`src/rtl/ramp_adc_seq.sv`:
```
// Single-slope ramp ADC sequencer: discharge, ramp-count until comparator trip or timeout, hold result.
// Optional RAMP_ADC_AVG4_EN: four conversions per start, result is the floor of their mean.
module ramp_adc_seq #(
  parameter int CNT_W         = 12,
  parameter int DISCHARGE_CYC = 64,
  parameter int MAX_CNT       = 4095
) (
  input  logic             clk,
  input  logic             rst,
  input  logic             start,
  input  logic             comp_in,
  output logic             ramp_dis,
  output logic             busy,
  output logic [CNT_W-1:0] sample,
  output logic             sample_valid,
  input  logic             sample_ready,
  output logic             overrange
);

  localparam int DIS_W = (DISCHARGE_CYC > 2) ? $clog2(DISCHARGE_CYC) : 1;
  localparam logic [DIS_W-1:0] DIS_LAST = DIS_W'(DISCHARGE_CYC - 1);
  localparam logic [CNT_W-1:0] CNT_MAX  = CNT_W'(MAX_CNT);

  typedef enum logic [1:0] {
    IDLE      = 2'd0,
    DISCHARGE = 2'd1,
    RAMP      = 2'd2,
    HOLD      = 2'd3
  } state_t;

  state_t             state_r;
  logic               comp_meta_r;
  logic               comp_s_r;
  logic [DIS_W-1:0]   dis_cnt_r;
  logic [CNT_W-1:0]   cnt_r;
  logic               ramp_dis_r;
  logic               busy_r;
  logic [CNT_W-1:0]   sample_r;
  logic               sample_valid_r;
  logic               overrange_r;
  logic               capture_s;
  logic [CNT_W-1:0]   cap_val_s;
  logic               cap_ovr_s;

`ifdef RAMP_ADC_AVG4_EN
  logic [CNT_W+1:0]   acc_r;
  logic [1:0]         conv_idx_r;
  logic               ovr_acc_r;
  logic [CNT_W+1:0]   acc_sum_s;

  // Running sum including the conversion captured this cycle
  always_comb begin
    acc_sum_s = acc_r + {2'b00, cap_val_s};
  end
`endif

  // Ramp end detection; a comparator trip wins over a simultaneous timeout
  always_comb begin
    capture_s = 1'b0;
    cap_val_s = cnt_r;
    cap_ovr_s = 1'b0;
    if (state_r == RAMP) begin
      if (comp_s_r) begin
        capture_s = 1'b1;
        cap_val_s = cnt_r;
        cap_ovr_s = 1'b0;
      end else if (cnt_r == CNT_MAX) begin
        capture_s = 1'b1;
        cap_val_s = CNT_MAX;
        cap_ovr_s = 1'b1;
      end else begin
        capture_s = 1'b0;
      end
    end else begin
      capture_s = 1'b0;
    end
  end

  // Synchronizer, sequencer FSM and registered outputs
  always_ff @(posedge clk) begin
    if (rst) begin
      state_r        <= IDLE;
      comp_meta_r    <= 1'b0;
      comp_s_r       <= 1'b0;
      dis_cnt_r      <= {DIS_W{1'b0}};
      cnt_r          <= {CNT_W{1'b0}};
      ramp_dis_r     <= 1'b1;
      busy_r         <= 1'b0;
      sample_r       <= {CNT_W{1'b0}};
      sample_valid_r <= 1'b0;
      overrange_r    <= 1'b0;
`ifdef RAMP_ADC_AVG4_EN
      acc_r          <= {(CNT_W+2){1'b0}};
      conv_idx_r     <= 2'd0;
      ovr_acc_r      <= 1'b0;
`endif
    end else begin
      comp_meta_r <= comp_in;
      comp_s_r    <= comp_meta_r;
      case (state_r)
        IDLE: begin
          if (start) begin
            state_r    <= DISCHARGE;
            dis_cnt_r  <= {DIS_W{1'b0}};
            busy_r     <= 1'b1;
            ramp_dis_r <= 1'b1;
`ifdef RAMP_ADC_AVG4_EN
            acc_r      <= {(CNT_W+2){1'b0}};
            conv_idx_r <= 2'd0;
            ovr_acc_r  <= 1'b0;
`endif
          end
        end
        DISCHARGE: begin
          if (dis_cnt_r == DIS_LAST) begin
            state_r    <= RAMP;
            cnt_r      <= {CNT_W{1'b0}};
            ramp_dis_r <= 1'b0;
          end else begin
            dis_cnt_r <= dis_cnt_r + {{(DIS_W-1){1'b0}}, 1'b1};
          end
        end
        RAMP: begin
          if (capture_s) begin
            ramp_dis_r <= 1'b1;
`ifdef RAMP_ADC_AVG4_EN
            if (conv_idx_r == 2'd3) begin
              state_r        <= HOLD;
              sample_r       <= acc_sum_s[CNT_W+1:2];
              overrange_r    <= ovr_acc_r | cap_ovr_s;
              sample_valid_r <= 1'b1;
            end else begin
              acc_r      <= acc_sum_s;
              ovr_acc_r  <= ovr_acc_r | cap_ovr_s;
              conv_idx_r <= conv_idx_r + 2'd1;
              state_r    <= DISCHARGE;
              dis_cnt_r  <= {DIS_W{1'b0}};
            end
`else
            state_r        <= HOLD;
            sample_r       <= cap_val_s;
            overrange_r    <= cap_ovr_s;
            sample_valid_r <= 1'b1;
`endif
          end else begin
            cnt_r <= cnt_r + {{(CNT_W-1){1'b0}}, 1'b1};
          end
        end
        HOLD: begin
          if (sample_ready) begin
            state_r        <= IDLE;
            sample_valid_r <= 1'b0;
            busy_r         <= 1'b0;
          end
        end
        default: begin
          state_r        <= IDLE;
          ramp_dis_r     <= 1'b1;
          busy_r         <= 1'b0;
          sample_valid_r <= 1'b0;
        end
      endcase
    end
  end

  assign ramp_dis     = ramp_dis_r;
  assign busy         = busy_r;
  assign sample       = sample_r;
  assign sample_valid = sample_valid_r;
  assign overrange    = overrange_r;

endmodule
```
`config.mk`:
```
export PLATFORM = sky130hd
export DESIGN_NAME = ramp_adc_seq
export DESIGN_NICKNAME = d
export VERILOG_FILES = /design/src/rtl/ramp_adc_seq.sv
export SDC_FILE = /design/constraint.sdc
export NUM_CORES = 1
export LEC_CHECK = 0
export CAP_MARGIN = 20
export CORE_MARGIN = 2
export CORE_UTILIZATION = 50
export CTS_CLUSTER_DIAMETER = 80
export DETAILED_ROUTE_END_ITERATION = 10
export PLACE_DENSITY = 0.75
export SLEW_MARGIN = 20
export SYNTH_ARGS = -nofsm -noshare
export SYNTH_HDL_FRONTEND = slang
export SYNTH_SLANG_ARGS = --single-unit
export TNS_END_PERCENT = 50
```
`constraint.sdc`:
```
create_clock -name clk -period 1.9 [get_ports clk]
set_input_delay 0.285 -clock clk [delete_from_list [all_inputs] [get_ports clk]]
set_output_delay 0.285 -clock clk [all_outputs]
set_load 0.005 [all_outputs]
```
==> results_dict.tcl, run 1 <==
set metrics [dict create \
    outcome "completed" \
    startpoint_type "flip-flop" \
    initial_core_util_pct 51.28 \
    synth.cell_area_um2 1849 \
    cap_violations 0 \
    switching_power_mw 0.8417 \
    clkLatencyLatePin_ns 0.29 \
    fin_nets 256 \
    min_period_ns 1.796 \
    dp_hpwl_um 2833 \
    grt.busiest_layer "met2" \
    swShare_pct 34.68 \
    synthAdderAreaFrac_pct 4.736 \
    core_area_um2 3606 \
    fillers 297 \
    ir_drop_uv 730.5 \
    synth-seq-cells 38 \
    die_h_um 64.82 \
    yosysSeqAreaShare_pct 41.14 \
    first_pass_iters 5 \
    tightest_slew_ns 0.5269 \
    synth_top_family_by_area "compound AO/OA/AOI/OAI gates" \
    reg2reg_slack_ns 0.10 \
    cp-end-kind "flip-flop" \
    clk_transition_reported_paths_ns 0.07 \
    yosysUniqueCellTypes 45 \
    io_buffers 20 \
    relSlewSlack_pct 64.50 \
    synth_compound_area_share_pct 23.21 \
    p_per_area_nw_per_um2 1010 \
    drc 0 \
    cts_hold_buf 0 \
    wl_per_cell_um 14.20 \
    crit_required_ns 2.13 \
    met3_usage_pct 5.903 \
    antenna_left 0 \
    timing.rr.start "state_r[0]$_SDFFE_PP0P_" \
    dp_cells 283 \
    fmax_mhz 556.7 \
    synth_edf_count 0 \
    grt_pass1_vias 1422 \
    crit_type "flip-flop to flip-flop" \
    final_util_pct 66.62 \
    drv_slew 0 \
    seqPwrFrac_pct 37.2 \
    grtUsageMet1_pct 29.54 \
    first_iter_violations 162 \
    async_flop_share_pct 0 \
    cp_max_fo 8 \
    comb_power_share_pct 39.2 \
    arrival_ns 2.02 \
    vias 1625 \
    place.gp.congestion 0.7932 \
    leakagePower_nw 0.8847 \
    cts_made_buffers 5 \
    hold_viol 0 \
    postRouteWirelength_um 4160 \
    stdcell_count 293 \
    min_path_cells 1 \
    synthMuxAreaShare_pct 3.315 \
    r2r_cells 8 \
    cts.sinks 38 \
    syn_area_per_cell_um2 9.065 \
    io-pin-count 21 \
    grt_max_degree 27 \
    hold_slack_ns 0.4356 \
    clkPwrFrac_pct 23.7 \
    multiInputGateArea_um2 1065 \
    cts-root-buf "clkbuf_8" \
    antenna_found_initial 0 \
    min-delay-start "comp_meta_r$_SDFF_PP0_" \
    die_area_um2 4201 \
    hold_path.class "flip-flop to flip-flop" \
    grt_util_met2_pct 30.93 \
    p_int_mw 1.585 \
    final_layout_size_suffix_gt1_share_pct 20.82 \
    synth_ff_type "dfxtp_1" \
    synth_warnings 0 \
    clock_skew_ns 0.002920 \
    setup_viol 0 \
    synthXorXnorAreaFrac_pct 1.894 \
    die_w_um 64.82 \
    gr-total-overflow 0 \
    grt_pass1_wl_um 6789 \
    tritoncts "done" \
    worst_r2r_endpoint "cnt_r[0]$_SDFFE_PP0P_" \
    clockBufferDepth 2 \
    antenna_cells 0 \
    htree_levels 2 \
    synth-simple-area-share_pct 21.45 \
    track_usage_pct 21.15 \
    syn_to_final_growth_pct 29.91 \
    std_cell_rows 22 \
    period_share_pct 94.55 \
    syn_nets 216 \
    netlist_instances 204 \
    via_per_inst 5.546 \
    regArea_um2 767.0 \
    hold_path_end "comp_s_r$_SDFF_PP0_" \
]
[cell usage in the layout (no fill, tap or decap), types with 5 or more instances in the layout]
master,instances
o21ai_0,5
nand3_1,8
dfxtp_2,5
nand2_1,19
nor2_1,20
a21oi_1,8
nand2b_1,5
buf_4,22
dfxtp_1,33
inv_1,9
clkbuf_8,6
mux2i_1,5
o221a_1,7
clkdlybuf4s50_1,20
[layer usage]
layer  up-vias  routed length [um]
met5         -                   0
met4         0                  65
met3         5                 210
met2        31                1908
met1       766                1976
li1        823                   -
[repair_timing]
action / CTS / global route
gates resized for setup: 1 / 15
pin swaps: 0 / 4
setup endpoints to repair: 1 / 18
setup buffers: 0 / 2
[synth_stat cells, types with 4 or more instances]
library cell	instances	share of area, %
nor3_1	5	1.4
a21oi_1	8	2.2
clkbuf_1	5	1.0
inv_1	9	1.8
mux2i_1	5	2.7
nand3_1	9	2.4
o21ai_0	5	1.4
nor2b_1	4	1.4
o21ai_1	4	1.1
a32o_1	4	2.2
xnor2_1	4	1.9
o221a_1	7	4.3
ha_1	7	4.7
a211oi_1	5	2.0
dfxtp_1	38	41
nand2_1	20	4.1
nand2b_1	5	1.7
nor2_1	20	4.1
[critical path, stage by stage, from the launching register on]
cell	delay, ns
dfxtp_1	0.33
inv_1	0.10
ha_2	0.25
nand4_1	0.17
nor4_4	0.24
nor3_2	0.09
buf_4	0.17
mux2_2	0.27
nor2_1	0.11
[logic make-up (layout without fill, tap and decap cells)]
group           count (synthesis)  in the layout
simple gates                   78             78
xor+xnor                        4              4
mux                             6              6
buf+inv                        19             60
compound gates                 52             52
flops                          38             38
fa+ha+maj                       7              7
[registers in the layout (all words and copies together), names as in the netlist]
signal / cells
busy: 1
cnt_r: 12
comp_meta_r: 1
comp_s_r: 1
dis_cnt_r: 6
overrange: 1
ramp_dis: 1
sample: 12
sample_valid: 1
state_r: 2
[per-stage QoR]
step	setup slack, ns	area (um2)	total power [mW]	TNS (ns)
after CTS	0.009587	2337	2.373	0
after detailed placement	0.02374	2235	1.813	0
after global routing	-0.03595	2402	2.578	-0.04406
after global placement	0.07261	2235	1.797	0
after floorplan	0.1007	1849	1.486	0
final	0.1036	2402	2.427	0
[power groups by stage]
stage               clock network [mW]  registers, mW  logic [mW]
floorplan                            0          0.915       0.571
global placement                     0          0.915       0.882
detailed placement                   0          0.917       0.896
CTS                              0.575          0.899       0.900
global route                     0.623          0.912        1.04
finish                           0.574          0.902       0.951
[final cells by class]
cell class / instances / share of cell area, %
multi-input cells: 147 / 44.32
flip-flops and latches: 38 / 31.93
repair buffers: 43 / 16.04
clock buffers: 7 / 3.594
well taps: 48 / 2.500
inverters: 9 / 1.406
clock inverters: 1 / 0.2083
[how the worst max path moves through the flow]
stage,from,to,slack [ns],depth (start not counted)
after floorplan,state_r[0]$_SDFFE_PP0P_,cnt_r[2]$_SDFFE_PP0P_,0.10,9
after global placement,dis_cnt_r[0]$_SDFFE_PP0P_,cnt_r[9]$_SDFFE_PP0P_,0.07,7
after detailed placement,cnt_r[0]$_SDFFE_PP0P_,sample[9]$_SDFFE_PP0P_,0.02,7
after CTS,cnt_r[0]$_SDFFE_PP0P_,sample[9]$_SDFFE_PP0P_,0.01,7
after global routing,state_r[0]$_SDFFE_PP0P_,cnt_r[0]$_SDFFE_PP0P_,-0.04,8
final,state_r[0]$_SDFFE_PP0P_,cnt_r[0]$_SDFFE_PP0P_,0.10,8
Note: power is estimated with default switching activity, not from simulation.
==> run 2, diff against run 1 <==
- ABC_AREA: default -> 1
- PLACE_DENSITY: 0.75 -> 0.74
==> results_dict.tcl, run 2 <==
set metrics [dict create \
    outcome "completed" \
    crit_required_ns 2.10 \
    syn_to_final_growth_pct 16.79 \
    synthTopCellsByArea "dfxtp_1 37%, nand2_1 14%, inv_1 8.8%" \
    final_layout_size_suffix_gt1_share_pct 10.57 \
    die_area_um2 4643 \
    syn_area_per_cell_um2 6.766 \
    crit_chain "inv_1 -> ha_2 -> inv_1 -> nand2_1 -> inv_1 -> nor2_8 -> nand2_4 -> nand2_2 -> nand2_1 -> nand2_1 -> inv_1" \
    first_iter_violations 108 \
    post_cts_resized 0 \
    layout_commonest_cell "nand2_1" \
    period_share_pct 88.42 \
    fin_nets 342 \
    hold_viol 0 \
    die_h_um 68.14 \
    cp_max_fo 13 \
    antenna_cells 0 \
    netlist_instances 304 \
    leakagePower_nw 1.108 \
    drv_slew 0 \
    critPathBufInv 4 \
    min_path_cells 2 \
    final_util_pct 60.49 \
    vias 1893 \
    gr-total-overflow 0 \
    die_w_um 68.14 \
    startpoint "state_r[0]$_SDFFE_PP0P_" \
    rsz0062_at_grt "false" \
    startpoint_type "flip-flop" \
    stdcell_count 381 \
    r2r_cells 11 \
    path_common_cell "inv_1" \
    htree_levels 2 \
    cts_hold_buf 0 \
    clkLatencyLatePin_ns 0.29 \
    antenna_found_initial 0 \
    layout_common_cells "78 x nand2_1, 48 x inv_1, 40 x nor2_1, 38 x dfxtp_1" \
    synth_ff_type "dfxtp_1" \
    place.gp.congestion 0.8680 \
    relSlewSlack_pct 70.16 \
    clk_transition_reported_paths_ns 0.08 \
    dp_hpwl_um 3130 \
    grt_pass1_wl_um 7210 \
    min_period_ns 1.680 \
    ir_drop_uv 627.9 \
    via_per_inst 4.969 \
    clockBufferDepth 2 \
    io-pin-count 21 \
    first_pass_iters 4 \
    preCtsSetupSlack_ns 0.1382 \
    synth_edf_count 0 \
    cts_setup_buffers 0 \
    cap_violations 0 \
    grt_pass1_vias 1695 \
    clock_skew_ns 0.002064 \
    core_area_um2 3971 \
    reg2reg_slack_ns 0.22 \
    cp_top_family "simple AND/OR/NAND/NOR gates" \
    crit_type "flip-flop to flip-flop" \
    wl_per_cell_um 11.08 \
    synth_warnings 0 \
    syn_nets 316 \
    yosysMostFrequentCell "nand2_1" \
    cpPeakStageDelay_ns 0.34 \
    dp_cells 373 \
    yosysTopAreaCell "dfxtp_1" \
    initial_core_util_pct 51.80 \
    synth.cell_area_um2 2057 \
    worst_r2r_endpoint "cnt_r[8]$_SDFFE_PP0P_" \
    grt_max_degree 17 \
    synth-seq-cells 38 \
    track_usage_pct 20.77 \
    io_buffers 20 \
    arrival_ns 1.88 \
    yosysTopAreaCellShare_pct 36.98 \
    tritoncts "done" \
    hold_path.class "flip-flop to flip-flop" \
    fmax_mhz 595.2 \
    std_cell_rows 23 \
    antenna_left 0 \
    postRouteWirelength_um 4222 \
    cp-end-kind "flip-flop" \
    setup_tns_ns 0 \
    drc 0 \
    tightest_slew_ns 0.4472 \
    yosysSeqAreaShare_pct 36.98 \
    cts.sinks 38 \
    setup_viol 0 \
    cts-root-buf "clkbuf_8" \
    yosys-top-cells-count "78 x nand2_1, 48 x inv_1, 40 x nor2_1" \
    cts_made_buffers 5 \
    worst-path-stages 11 \
    yosysUniqueCellTypes 27 \
    setup_slack_ns 0.2200 \
    crit_end "cnt_r[8]$_SDFFE_PP0P_" \
    async_flop_share_pct 0 \
    p_per_area_nw_per_um2 1057 \
    cp_slowest_cell "dfxtp_1" \
    timing.rr.start "state_r[0]$_SDFFE_PP0P_" \
]
[run 2: logic make-up (layout without fill, tap and decap cells)]
logic type	count (synthesis)	count (layout)	synth area share [%]
adder cells (fa/ha/maj)	7	7	4.258
XOR/XNOR	1	1	0.4259
flip-flops	38	38	36.98
AO/OA/AOI/OAI	38	38	10.04
buffers and inverters	57	84	12.04
AND/OR/NAND/NOR	163	163	36.25
[run 2: worst min-delay path by stage]
stage / endpoint / slack [ns] / startpoint
after floorplan: comp_s_r$_SDFF_PP0_ / 0.39 / comp_meta_r$_SDFF_PP0_
after global placement: comp_s_r$_SDFF_PP0_ / 0.39 / comp_meta_r$_SDFF_PP0_
after detailed placement: comp_s_r$_SDFF_PP0_ / 0.40 / comp_meta_r$_SDFF_PP0_
after CTS: comp_s_r$_SDFF_PP0_ / 0.40 / comp_meta_r$_SDFF_PP0_
after global routing: comp_s_r$_SDFF_PP0_ / 0.41 / comp_meta_r$_SDFF_PP0_
final: comp_s_r$_SDFF_PP0_ / 0.40 / comp_meta_r$_SDFF_PP0_
[run 2: stage by stage]
stage                     hold slack [ns]  cell area (um2)  total power [mW]
after floorplan                    0.3883             2057             1.747
after global placement             0.3901             2305             1.941
after detailed placement           0.3977             2305             1.964
after CTS                          0.4024             2400             2.556
after global routing               0.4113             2402             2.727
final                              0.4046             2402             2.538
[run 2: area by class of cell]
| type | count | area, um2 |
|---|---|---|
| clock inverters | 2 | 12.51 |
| flip-flops and latches | 38 | 760.7 |
| well taps | 50 | 62.56 |
| fillers | 381 | 1569 |
| inverters | 50 | 187.7 |
| clock buffers | 6 | 82.58 |
| multi-input cells | 209 | 1051 |
| repair buffers | 26 | 245.2 |
[run 2: metal layers]
| metal | vias up | GRT usage [%] | routed length (um) |
|---|---|---|---|
| met5 | - | 0 | 0 |
| met4 | 0 | 8.750 | 85 |
| met3 | 9 | 4.934 | 236 |
| met2 | 42 | 33.74 | 1890 |
| met1 | 842 | 26.27 | 2010 |
| li1 | 1000 | - | - |
[run 2: worst reg2reg max path, cell delays in order (launching register included)]
cell,delay [ns]
dfxtp_1,0.34
inv_1,0.13
ha_2,0.28
inv_1,0.08
nand2_1,0.07
inv_1,0.09
nor2_8,0.24
nand2_4,0.11
nand2_2,0.10
nand2_1,0.06
nand2_1,0.05
inv_1,0.03
[run 2: power breakdown]
| part | total [mW] | leakage [nW] | switching, mW | internal, mW |
|---|---|---|---|---|
| Combinational | 1.01 | 0.752 | 0.622 | 0.386 |
| Clock | 0.588 | 0.0472 | 0.296 | 0.292 |
| Sequential | 0.942 | 0.308 | 0.0613 | 0.881 |
==> run 3, diff against run 2 <==
- TNS_END_PERCENT: 50 -> 10
==> results of run 3 <==
Same layout as run 2: the final DEF is identical, and so are final timing and power.
